<file path="src/rtl/vedic_mult_pipe_if.sv">
`default_nettype none
// ============================================================================
//  Module      : vedic_mult_pipe_if
//  Description : Stream interface for the pipelined Vedic multiplier.
//                Carries the operand beat (valid/ready, a, b, signed mode,
//                tag), the product beat (valid/ready, product, tag) and the
//                busy status flag.
//                  master : producer/consumer side (drives operands, out_ready)
//                  slave  : multiplier side (drives in_ready, products, busy)
//  Revision    : 1.0  initial release
// ============================================================================
interface vedic_mult_pipe_if #(
    parameter int WIDTH = 16,
    parameter int TAG_W = 4
);
    logic                 in_valid;
    logic                 in_ready;
    logic [WIDTH-1:0]     in_a;
    logic [WIDTH-1:0]     in_b;
    logic                 in_signed;
    logic [TAG_W-1:0]     in_tag;
    logic                 out_valid;
    logic                 out_ready;
    logic [2*WIDTH-1:0]   out_p;
    logic [TAG_W-1:0]     out_tag;
    logic                 busy;

    modport master (
        output in_valid, in_a, in_b, in_signed, in_tag, out_ready,
        input  in_ready, out_valid, out_p, out_tag, busy
    );

    modport slave (
        input  in_valid, in_a, in_b, in_signed, in_tag, out_ready,
        output in_ready, out_valid, out_p, out_tag, busy
    );
endinterface
`default_nettype wire

</file>
<file path="src/rtl/vedic_mult_pipe.sv">
`default_nettype none
// ============================================================================
//  Module      : vedic_mult_pipe
//  Description : Parametrised pipelined Urdhva-Tiryagbhyam multiplier.
//                S0 registers operand magnitudes and the sign of the result,
//                S1 registers all 8x8 leaf products, each following stage
//                merges four quadrant products into one of twice the width.
//                The last stage also applies the conditional negate.
//                A single global enable stalls the whole pipeline when the
//                output beat is held by the consumer.
//  Ports       : clk   - clock, rising edge
//                rst_n - asynchronous active-low reset
//                bus   - stream interface (slave side): operand beat in,
//                        product beat out, busy flag
//  Revision    : 1.0  initial release
// ============================================================================
module vedic_mult_pipe #(
    parameter int WIDTH = 16,
    parameter int TAG_W = 4
) (
    input  logic             clk,
    input  logic             rst_n,
    vedic_mult_pipe_if.slave bus
);
    localparam int LEVELS = $clog2(WIDTH / 8);
    localparam int NB     = WIDTH / 8;      // 8-bit digits per operand
    localparam int F      = LEVELS + 1;     // index of the output stage

    // 8x8 Vedic cell: vertical/crosswise column sums followed by a carry
    // ripple across the 15 columns.
    function automatic logic [15:0] vedic8(input logic [7:0] x, input logic [7:0] y);
        logic [3:0]  col [0:14];
        logic [4:0]  acc;
        logic [15:0] p;
        for (int k = 0; k < 15; k++) col[k] = 4'd0;
        for (int i = 0; i < 8; i++) begin
            for (int j = 0; j < 8; j++) begin
                col[4'(i + j)] = col[4'(i + j)] + {3'b000, x[3'(i)] & y[3'(j)]};
            end
        end
        acc = 5'd0;
        p   = 16'd0;
        for (int k = 0; k < 15; k++) begin
            acc       = acc + {1'b0, col[k]};
            p[4'(k)]  = acc[0];
            acc       = acc >> 1;
        end
        p[15] = acc[0];
        return p;
    endfunction

    logic               en;
    logic [F:0]         r_vld;
    logic [TAG_W-1:0]   r_tag [0:F];
    logic [LEVELS:0]    r_neg;
    logic [WIDTH-1:0]   r_a;
    logic [WIDTH-1:0]   r_b;
    logic [WIDTH-1:0]   w_mag_a;
    logic [WIDTH-1:0]   w_mag_b;
    logic               w_neg;

    // Stall only when a real product is being refused; an empty output
    // stage never blocks the pipe from filling.
    assign en           = !(r_vld[F] && !bus.out_ready);
    assign bus.in_ready = en;

    // Negating -2^(W-1) yields 2^(W-1) again, which is its correct
    // unsigned magnitude, so no extra bit is needed.
    always_comb begin
        w_mag_a = bus.in_a;
        w_mag_b = bus.in_b;
        if (bus.in_signed && bus.in_a[WIDTH-1]) w_mag_a = -bus.in_a;
        if (bus.in_signed && bus.in_b[WIDTH-1]) w_mag_b = -bus.in_b;
    end

    assign w_neg = bus.in_signed & (bus.in_a[WIDTH-1] ^ bus.in_b[WIDTH-1]);

    // S0 operand register plus the valid/tag shift chain.
    always_ff @(posedge clk or negedge rst_n) begin
        if (!rst_n) begin
            r_vld <= '0;
            r_a   <= '0;
            r_b   <= '0;
            for (int s = 0; s <= F; s++) r_tag[s] <= '0;
        end else if (en) begin
            r_vld    <= {r_vld[F-1:0], bus.in_valid};
            r_a      <= w_mag_a;
            r_b      <= w_mag_b;
            r_tag[0] <= bus.in_tag;
            for (int s = 1; s <= F; s++) r_tag[s] <= r_tag[s-1];
        end
    end

    // Sign flag only needs to reach the stage that performs the negate.
    if (LEVELS > 0) begin : g_neg_shift
        always_ff @(posedge clk or negedge rst_n) begin
            if (!rst_n)  r_neg <= '0;
            else if (en) r_neg <= {r_neg[LEVELS-1:0], w_neg};
        end
    end else begin : g_neg_single
        always_ff @(posedge clk or negedge rst_n) begin
            if (!rst_n)  r_neg <= '0;
            else if (en) r_neg <= w_neg;
        end
    end

    // Level l holds (NB>>l)^2 products of (8<<l)-bit operand chunks.
    // Chunk (i, j) is digit-group i of a times digit-group j of b.
    for (genvar l = 0; l <= LEVELS; l++) begin : g_lvl
        localparam int PW  = 16 << l;
        localparam int NBL = NB >> l;

        for (genvar i = 0; i < NBL; i++) begin : g_i
            for (genvar j = 0; j < NBL; j++) begin : g_j
                logic [PW-1:0] w_raw;
                logic [PW-1:0] w_fin;
                logic [PW-1:0] r_p;

                if (l == 0) begin : g_leaf
                    assign w_raw = vedic8(r_a[8*i +: 8], r_b[8*j +: 8]);
                end else begin : g_comb
                    localparam int N = 8 << (l - 1);   // sub-chunk operand width
                    logic [2*N-1:0] w_ll, w_lh, w_hl, w_hh;
                    logic [3*N-1:0] w_x, w_y, w_z, w_s, w_c, w_hi;

                    assign w_ll = g_lvl[l-1].g_i[2*i  ].g_j[2*j  ].r_p;
                    assign w_lh = g_lvl[l-1].g_i[2*i  ].g_j[2*j+1].r_p;
                    assign w_hl = g_lvl[l-1].g_i[2*i+1].g_j[2*j  ].r_p;
                    assign w_hh = g_lvl[l-1].g_i[2*i+1].g_j[2*j+1].r_p;

                    // Middle/high part: {HH, LL[high]} + LH + HL, reduced by
                    // a carry-save row and then a single carry-propagate add.
                    // The exact sum fits 3N bits, so the carry-out is dropped.
                    assign w_x  = {w_hh, w_ll[2*N-1:N]};
                    assign w_y  = {{N{1'b0}}, w_lh};
                    assign w_z  = {{N{1'b0}}, w_hl};
                    assign w_s  = w_x ^ w_y ^ w_z;
                    assign w_c  = {(w_x[3*N-2:0] & w_y[3*N-2:0]) |
                                   (w_x[3*N-2:0] & w_z[3*N-2:0]) |
                                   (w_y[3*N-2:0] & w_z[3*N-2:0]), 1'b0};
                    assign w_hi = w_s + w_c;
                    assign w_raw = {w_hi, w_ll[N-1:0]};
                end

                if (l == LEVELS) begin : g_final
                    assign w_fin = r_neg[LEVELS] ? -w_raw : w_raw;
                end else begin : g_pass
                    assign w_fin = w_raw;
                end

                always_ff @(posedge clk or negedge rst_n) begin
                    if (!rst_n)  r_p <= '0;
                    else if (en) r_p <= w_fin;
                end
            end
        end
    end

    assign bus.out_valid = r_vld[F];
    assign bus.out_p     = g_lvl[LEVELS].g_i[0].g_j[0].r_p;
    assign bus.out_tag   = r_tag[F];
    assign bus.busy      = |r_vld;

endmodule
`default_nettype wire

</file>
<file path="src/flat_wrapper.sv">
// flat-port wrapper written by rule: the top's interface ports become plain ports
module vedic_mult_pipe_flat 
#(
    parameter int WIDTH = 16,
    parameter int TAG_W = 4
)
  (clk, rst_n, bus_in_valid, bus_in_a, bus_in_b, bus_in_signed, bus_in_tag, bus_out_ready, bus_in_ready, bus_out_valid, bus_out_p, bus_out_tag, bus_busy);
  vedic_mult_pipe_if #(.WIDTH(WIDTH), .TAG_W(TAG_W)) bus_i ();
  input  logic clk;
  input  logic rst_n;
  input wire logic [$bits(bus_i.in_valid)-1:0] bus_in_valid;
  input wire logic [$bits(bus_i.in_a)-1:0] bus_in_a;
  input wire logic [$bits(bus_i.in_b)-1:0] bus_in_b;
  input wire logic [$bits(bus_i.in_signed)-1:0] bus_in_signed;
  input wire logic [$bits(bus_i.in_tag)-1:0] bus_in_tag;
  input wire logic [$bits(bus_i.out_ready)-1:0] bus_out_ready;
  output wire logic [$bits(bus_i.in_ready)-1:0] bus_in_ready;
  output wire logic [$bits(bus_i.out_valid)-1:0] bus_out_valid;
  output wire logic [$bits(bus_i.out_p)-1:0] bus_out_p;
  output wire logic [$bits(bus_i.out_tag)-1:0] bus_out_tag;
  output wire logic [$bits(bus_i.busy)-1:0] bus_busy;
  assign bus_i.in_valid = bus_in_valid;
  assign bus_i.in_a = bus_in_a;
  assign bus_i.in_b = bus_in_b;
  assign bus_i.in_signed = bus_in_signed;
  assign bus_i.in_tag = bus_in_tag;
  assign bus_i.out_ready = bus_out_ready;
  assign bus_in_ready = bus_i.in_ready;
  assign bus_out_valid = bus_i.out_valid;
  assign bus_out_p = bus_i.out_p;
  assign bus_out_tag = bus_i.out_tag;
  assign bus_busy = bus_i.busy;
  vedic_mult_pipe #(.WIDTH(WIDTH), .TAG_W(TAG_W)) u_core (.clk(clk), .rst_n(rst_n), .bus(bus_i));
endmodule
</file>
<file path="config.mk">
export PLATFORM = sky130hd
export DESIGN_NAME = vedic_mult_pipe_flat
export DESIGN_NICKNAME = d
export VERILOG_FILES = /design/src/rtl/vedic_mult_pipe_if.sv /design/src/rtl/vedic_mult_pipe.sv /design/src/flat_wrapper.sv
export SDC_FILE = /design/constraint.sdc
export NUM_CORES = 1
export LEC_CHECK = 0
export BUFFER_PORTS_ARGS = -buffer_cell sky130_fd_sc_hd__buf_2
export CORE_ASPECT_RATIO = 1.75
export CORE_MARGIN = 3
export CORE_UTILIZATION = 60
export DETAILED_ROUTE_END_ITERATION = 6
export PLACE_DENSITY_LB_ADDON = 0.2
export SYNTH_ARGS = -nofsm -noshare
export SYNTH_HDL_FRONTEND = slang
export SYNTH_SLANG_ARGS = --single-unit
export TNS_END_PERCENT = 10
</file>
<file path="constraint.sdc">
create_clock -name clk -period 9.11 [get_ports clk]
set_clock_uncertainty 0.05 [all_clocks]
set_input_delay 1.822 -clock clk [delete_from_list [all_inputs] [get_ports clk]]
set_output_delay 1.822 -clock clk [all_outputs]
set_load 0.005 [all_outputs]
</file>
==> impl_metrics.toml, run 1 <==
[outcome]
status = "finished, final reports clean"

[critical_path]
r2r_slack_ns = 3.85
worstSetupPathType = "reg2reg"
critPathRequiredTime_ns = 9.25
cp_top_family = "adder cells"
crit_path_max_fanout = 9
reg2reg_depth = 20
crit_path_start_kind = "register"
reg2reg_to = "u_core.g_lvl[0].g_i[1].g_j[0].r_p[7]"
path_cells = "and2_1 > inv_1 > fa_1 > inv_1 > ha_1 > fa_1 > ha_1 > fa_1 > inv_1 > fa_1 > fa_1 > inv_1 > ha_1 > inv_1 > fa_1 > inv_1 > ha_1 > xor2_1 > xnor2_1 > a21oi_1"
path_buf_inv = 6
worstSetupEndpointType = "register"
arrival_ns = 5.40
slowest_delay_ns = 0.55
slowest_stage = "fa_1"
timing.rr.start = "u_core.r_b[1]"

[power_and_ir_drop]
p_leak_uw = 0.00409
switching_share = 0.448
p_int_uw = 1350
pwr-share-seq = 0.317
fin_total_pwr_uw = 2440
ir_worst_vdd_mv = 0.134
pwr-share-comb = 0.529
clockPowerShare = 0.154
p_sw_uw = 1090
p_per_area_mw_per_mm2 = 311

[detailed_routing]
routedWlPerCell_um = 15.3
final_antenna_net_count = 0
drt_wl_total_um = 15300
dr.pass1.iters = 4
drt-vias-per-instance = 5.57
dr_total_vias = 5570
drc_errors = 0
first_iter_violations = 199

[grt]
grt_pass1_vias = 5873
use_met3 = 0.0329
grt_start_max_net_pins = 109
met2_usage = 0.455
grt-ovfl-total = 0
grt_use_met1 = 0.283
grt_usage = 0.253
antenna_found_initial = 0
grt_pass1_wl_um = 26700
top_usage_layer = "met2"

[timing]
drv_slew = 0
finalCriticalPeriod_ns = 5.26
tns_ns = 0
rsz0062_at_grt = "no"
finalHoldViolCount = 0
fmax_mhz = 190
slew_headroom = 0.360
tightestPinTransition_ns = 0.959
finalCritPeriodShare = 0.578
setup_viol = 0

[cells_and_area]
mostFrequentLayoutCell = "nand2_1"
nFillCells = 993
n_antenna_cell = 0
final_util = 0.676
layout_common_cells = "nand2_1, dfrtp_1, ha_1"
final_nets = 1003
area_growth_pct = 9.52
layout-drive-gt1-share = 0.128

[min_path]
worstHoldStart = "u_core.bus.out_tag[1]"
hold_end = "u_core.bus.out_tag[1]"
hold_class = "reg2reg"
min_path_cells = 2

[synth]
synthCells = 807
ys_warn_count = 0
synth_area_leaders = "dfrtp_1, ha_1, nand2_1"
yosysTopAreaCellShare = 0.339
ys_types = 59
synth_area_mm2 = 0.00715
yosysTopAreaCell = "dfrtp_1"
synth_edf_count = 0
synth_nets = 950
ys_ff_latch = 97
synth_area_per_cell_um2 = 8.86
synth_async_sr_flop_share = 1.00
synth_ff_type = "dfrtp_1"
ys_seq_area_frac = 0.339

[clock_network]
clock-sinks = 97
cts_tree = "done"
hold_buffers = 0
clk_path_buf_depth = 2
cts-root-buf = "clkbuf_16"
cts_setup_buffers = 0
worstSkewPairLatency_ns = 0.35
clk_pin_slew_ns = 0.07
cts_resized = 0
cts_buffers = 9
cts_htree_levels = 3

[placed_design]
dp_hpwl_um = 11900
globalplace.congestion = 0.865
port-buffer-count = 73

[die]
io_pins = 80
rows = 52
initial_utilization = 0.618
core_mm2 = 0.0116
die_w_um = 88.5
die-area_mm2 = 0.0133
die_y_um = 150

[run]
drv_cap = 0
## tightest hold or removal path, delay by kind of cell (launching register included)
kind / cells / cell delay (ns)
flip-flops: 1 / 0.34
AND/OR/NAND/NOR: 2 / 0.10
## layout make-up
cell class,instances,area (um2),share of cell area
multi-input combinational,611,4310,0.550
clock buffer,9,225,0.0287
timing repair buffer,76,390,0.0498
sequential,97,2430,0.310
tap,135,169,0.0216
inverter,65,244,0.0311
clock inverter,7,68.8,0.00878
## how the worst max path moves through the flow
stage / startpoint / endpoint / cells after the start
detailed placement: u_core.r_b[1] / u_core.g_lvl[0].g_i[1].g_j[0].r_p[7] / 20
global route: u_core.r_b[9] / u_core.g_lvl[0].g_i[0].g_j[1].r_p[7] / 20
floorplan: u_core.r_b[9] / u_core.g_lvl[0].g_i[0].g_j[1].r_p[7] / 21
global placement: u_core.r_b[1] / u_core.g_lvl[0].g_i[1].g_j[0].r_p[7] / 20
CTS: u_core.r_b[9] / u_core.g_lvl[0].g_i[0].g_j[1].r_p[7] / 20
finish: u_core.r_b[1] / u_core.g_lvl[0].g_i[1].g_j[0].r_p[7] / 20
## cell families after synthesis
logic type | synth area share
buffers and inverters | 0.0593
adder cells (fa/ha/maj) | 0.208
multiplexers | 0.0101
AND/OR/NAND/NOR | 0.194
flip-flops | 0.339
AO/OA/AOI/OAI | 0.111
XOR/XNOR | 0.0784
## power groups by stage
stage / sequential [uW] / combinational (uW) / clock (uW)
after floorplan: 721 / 977 / 0
after global placement: 771 / 1240 / 0
after detailed placement: 781 / 1290 / 0
after CTS: 773 / 1310 / 382
after global routing: 800 / 1490 / 399
final: 774 / 1290 / 375
## through the flow
step	hold slack (ns)	worst slack, ns	std cells	cell area (um2)
CTS	0.418	3.84	1000	7830
floorplan	0.389	4.23	807	7150
global route	0.440	3.56	1000	7830
detailed placement	0.402	3.84	984	7540
global placement	0.393	4.02	984	7540
finish	0.414	3.85	1000	7830
## layer usage
metal / routed length [um] / vias to the layer above
met4: 800 / 0
met1: 5760 / 2650
met3: 417 / 52
met5: 0 / -
met2: 8350 / 131
li1: - / 2737
## state kept, by name, indices dropped and copies added (netlist names)
name / count
u_core.r_neg: 2
u_core.r_vld: 3
u_core.r_tag: 8
u_core.bus.out_tag: 4
u_core.bus.out_p: 32
u_core.g_lvl.g_i.g_j.r_p: 32
u_core.r_b: 8
u_core.r_a: 8
## synthesized netlist by cell type, drive strengths merged (2+ instances only)
| library cell | count |
|---|---|
| or3 | 6 |
| o21ai | 54 |
| a21o | 11 |
| or2 | 3 |
| inv | 64 |
| mux2i | 5 |
| o41ai | 2 |
| buf | 10 |
| nand4 | 4 |
| nor2 | 39 |
| nand3 | 11 |
| and2 | 44 |
| nor2b | 2 |
| nor4 | 3 |
| nor3 | 8 |
| mux2 | 2 |
| o31ai | 5 |
| clkbuf | 24 |
| xor2 | 31 |
| dfrtp | 97 |
| ha | 74 |
| nand2 | 181 |
| o21bai | 2 |
| a21oi | 31 |
| o211ai | 5 |
| a211oi | 3 |
| nor3b | 3 |
| fa | 28 |
| nand2b | 3 |
| xnor2 | 33 |
Power figures use the tool's default switching activity.
==> run 2, diff against run 1 <==
- CORE_UTILIZATION: 60 -> 54
- clock period: 9.11 -> 4.4 ns (I/O delays scaled with it)
==> impl_metrics.toml, run 2 (same netlist as run 1, synthesis figures left out) <==
[cells_and_area]
area_growth_pct = 14.7
mostFrequentLayoutCell = "nand2_1"
final_cells = 1066
n_antenna_cell = 0
final_util = 0.634
fin_area_mm2 = 0.00821
layout_common_cells = "nand2_1, dfrtp_1, buf_2"
final_nets = 1034
layout-drive-gt1-share = 0.193

[run]
drv_cap = 0

[die]
io_pins = 80
die_y_um = 158
die_w_um = 93
die-area_mm2 = 0.0147
initial_utilization = 0.553
core_mm2 = 0.0129
rows = 55

[placed_design]
placed_area_mm2 = 0.00785
globalplace.congestion = 0.950
place_inst = 1049
dpl_worst_slack_ns = -0.554
dp_hpwl_um = 12900
port-buffer-count = 73

[timing]
setup_ws_ns = -0.522
finalCritPeriodShare = 1.12
finalCriticalPeriod_ns = 4.92
hold_ws_ns = 0.411
setup_viol = 7
slew_headroom = 0.396
fmax_mhz = 203
drv_slew = 0
tightestPinTransition_ns = 0.906
finalHoldViolCount = 0
rsz0062_at_grt = "yes"

[min_path]
hold_end = "u_core.bus.out_tag[2]"
min_path_cells = 2
hold_class = "reg2reg"
worstHoldStart = "u_core.bus.out_tag[2]"

[critical_path]
arrival_ns = 5.08
reg2reg_depth = 20
reg2reg_to = "u_core.g_lvl[0].g_i[1].g_j[0].r_p[7]"
worstSetupEndpointType = "register"
timing.rr.start = "u_core.r_b[1]"
crit_path_max_fanout = 4
r2r_slack_ns = -0.52
worstSetupPathType = "reg2reg"
crit_path_start_kind = "register"
critPathRequiredTime_ns = 4.56

[power_and_ir_drop]
switching_share = 0.433
p_leak_uw = 0.00423
p_int_uw = 2980
ir_worst_vdd_mv = 0.252
p_sw_uw = 2280
pwr-share-comb = 0.553
pwr-share-seq = 0.293
p_per_area_mw_per_mm2 = 641
clockPowerShare = 0.154

[grt]
grt_start_max_net_pins = 70
antenna_found_initial = 0
grt_pass1_vias = 6024
grt-ovfl-total = 0
grt_usage = 0.242
grt_pass1_wl_um = 28200

[detailed_routing]
drc_errors = 0
dr_total_vias = 5691
final_antenna_net_count = 0
routedWlPerCell_um = 15.5
first_iter_violations = 162
dr.pass1.iters = 4
drt-vias-per-instance = 5.34
drt_wl_total_um = 16600

[clock_network]
cts_htree_levels = 3
cts-root-buf = "clkbuf_16"
clk_path_buf_depth = 2
cts_tree = "done"
hold_buffers = 0
clk_pin_slew_ns = 0.07
cts_buffers = 9
worstSkewPairLatency_ns = 0.35
clock-sinks = 97

[outcome]
violations = "setup timing"
status = "complete, but fails checks"
## run 2: power by group through the flow
stage,combinational [uW],sequential [uW],clock (uW)
floorplan,2060,1490,0
global route,3300,1590,863
finish,2910,1540,810
CTS,2910,1540,827
detailed placement,2860,1560,0
global placement,2760,1540,0
## run 2: final cells by class
class	count	area [um2]
Fill cell	1156	4730
Multi-Input combinational cell	611	4380
Sequential cell	97	2430
Timing Repair Buffer	107	631
Inverter	65	244
Clock buffer	10	239
Tap cell	171	214
Clock inverter	5	63.8
## run 2: what timing repair did
| action | 4_1_cts | 5_1_grt |
|---|---|---|
| resized for setup | 4 | 13 |
| setup endpoints to repair | 7 | 8 |
| pin swaps | 2 | 3 |
| setup buffers | 2 | 0 |
## run 2: worst max-delay path, stage by stage, from the launching register on
cell     delay (ns)
dfrtp_1        0.42
and2_4         0.17
inv_2          0.04
fa_1           0.52
inv_1          0.04
ha_2           0.17
fa_1           0.45
ha_2           0.21
fa_1           0.52
inv_2          0.05
fa_2           0.34
fa_1           0.45
inv_1          0.07
ha_1           0.13
inv_1          0.05
fa_1           0.47
inv_1          0.04
ha_1           0.18
xor2_1         0.18
xnor2_1        0.14
a21oi_1        0.09
## run 2: metal layers
layer | vias up | GRT usage | share of wire
li1 | 2801 | - | -
met1 | 2736 | 0.251 | 0.37
met2 | 113 | 0.472 | 0.57
met3 | 41 | 0.0340 | 0.026
met4 | 0 | 0.111 | 0.038
met5 | - | 0 | 0
## run 2: stage by stage
stage | power (uW) | setup TNS [ns]
after global placement | 4300 | -2.08
after detailed placement | 4410 | -2.96
after CTS | 5280 | -2.80
after floorplan | 3550 | -1.30
final | 5260 | -2.51
after global routing | 5760 | -3.82
## run 2: worst max path at each step
stage	from	endpoint	slack, ns	depth (start not counted)
2_1_floorplan	u_core.r_b[1]	u_core.g_lvl[0].g_i[1].g_j[0].r_p[7]	-0.29	20
3_3_place_gp	u_core.r_a[1]	u_core.g_lvl[0].g_i[0].g_j[1].r_p[7]	-0.43	20
3_5_place_dp	u_core.r_a[1]	u_core.g_lvl[0].g_i[0].g_j[1].r_p[7]	-0.55	20
4_1_cts	u_core.r_b[1]	u_core.g_lvl[0].g_i[1].g_j[0].r_p[7]	-0.56	20
5_1_grt	u_core.r_b[1]	u_core.g_lvl[0].g_i[1].g_j[0].r_p[7]	-0.70	20
6_report	u_core.r_b[1]	u_core.g_lvl[0].g_i[1].g_j[0].r_p[7]	-0.52	20
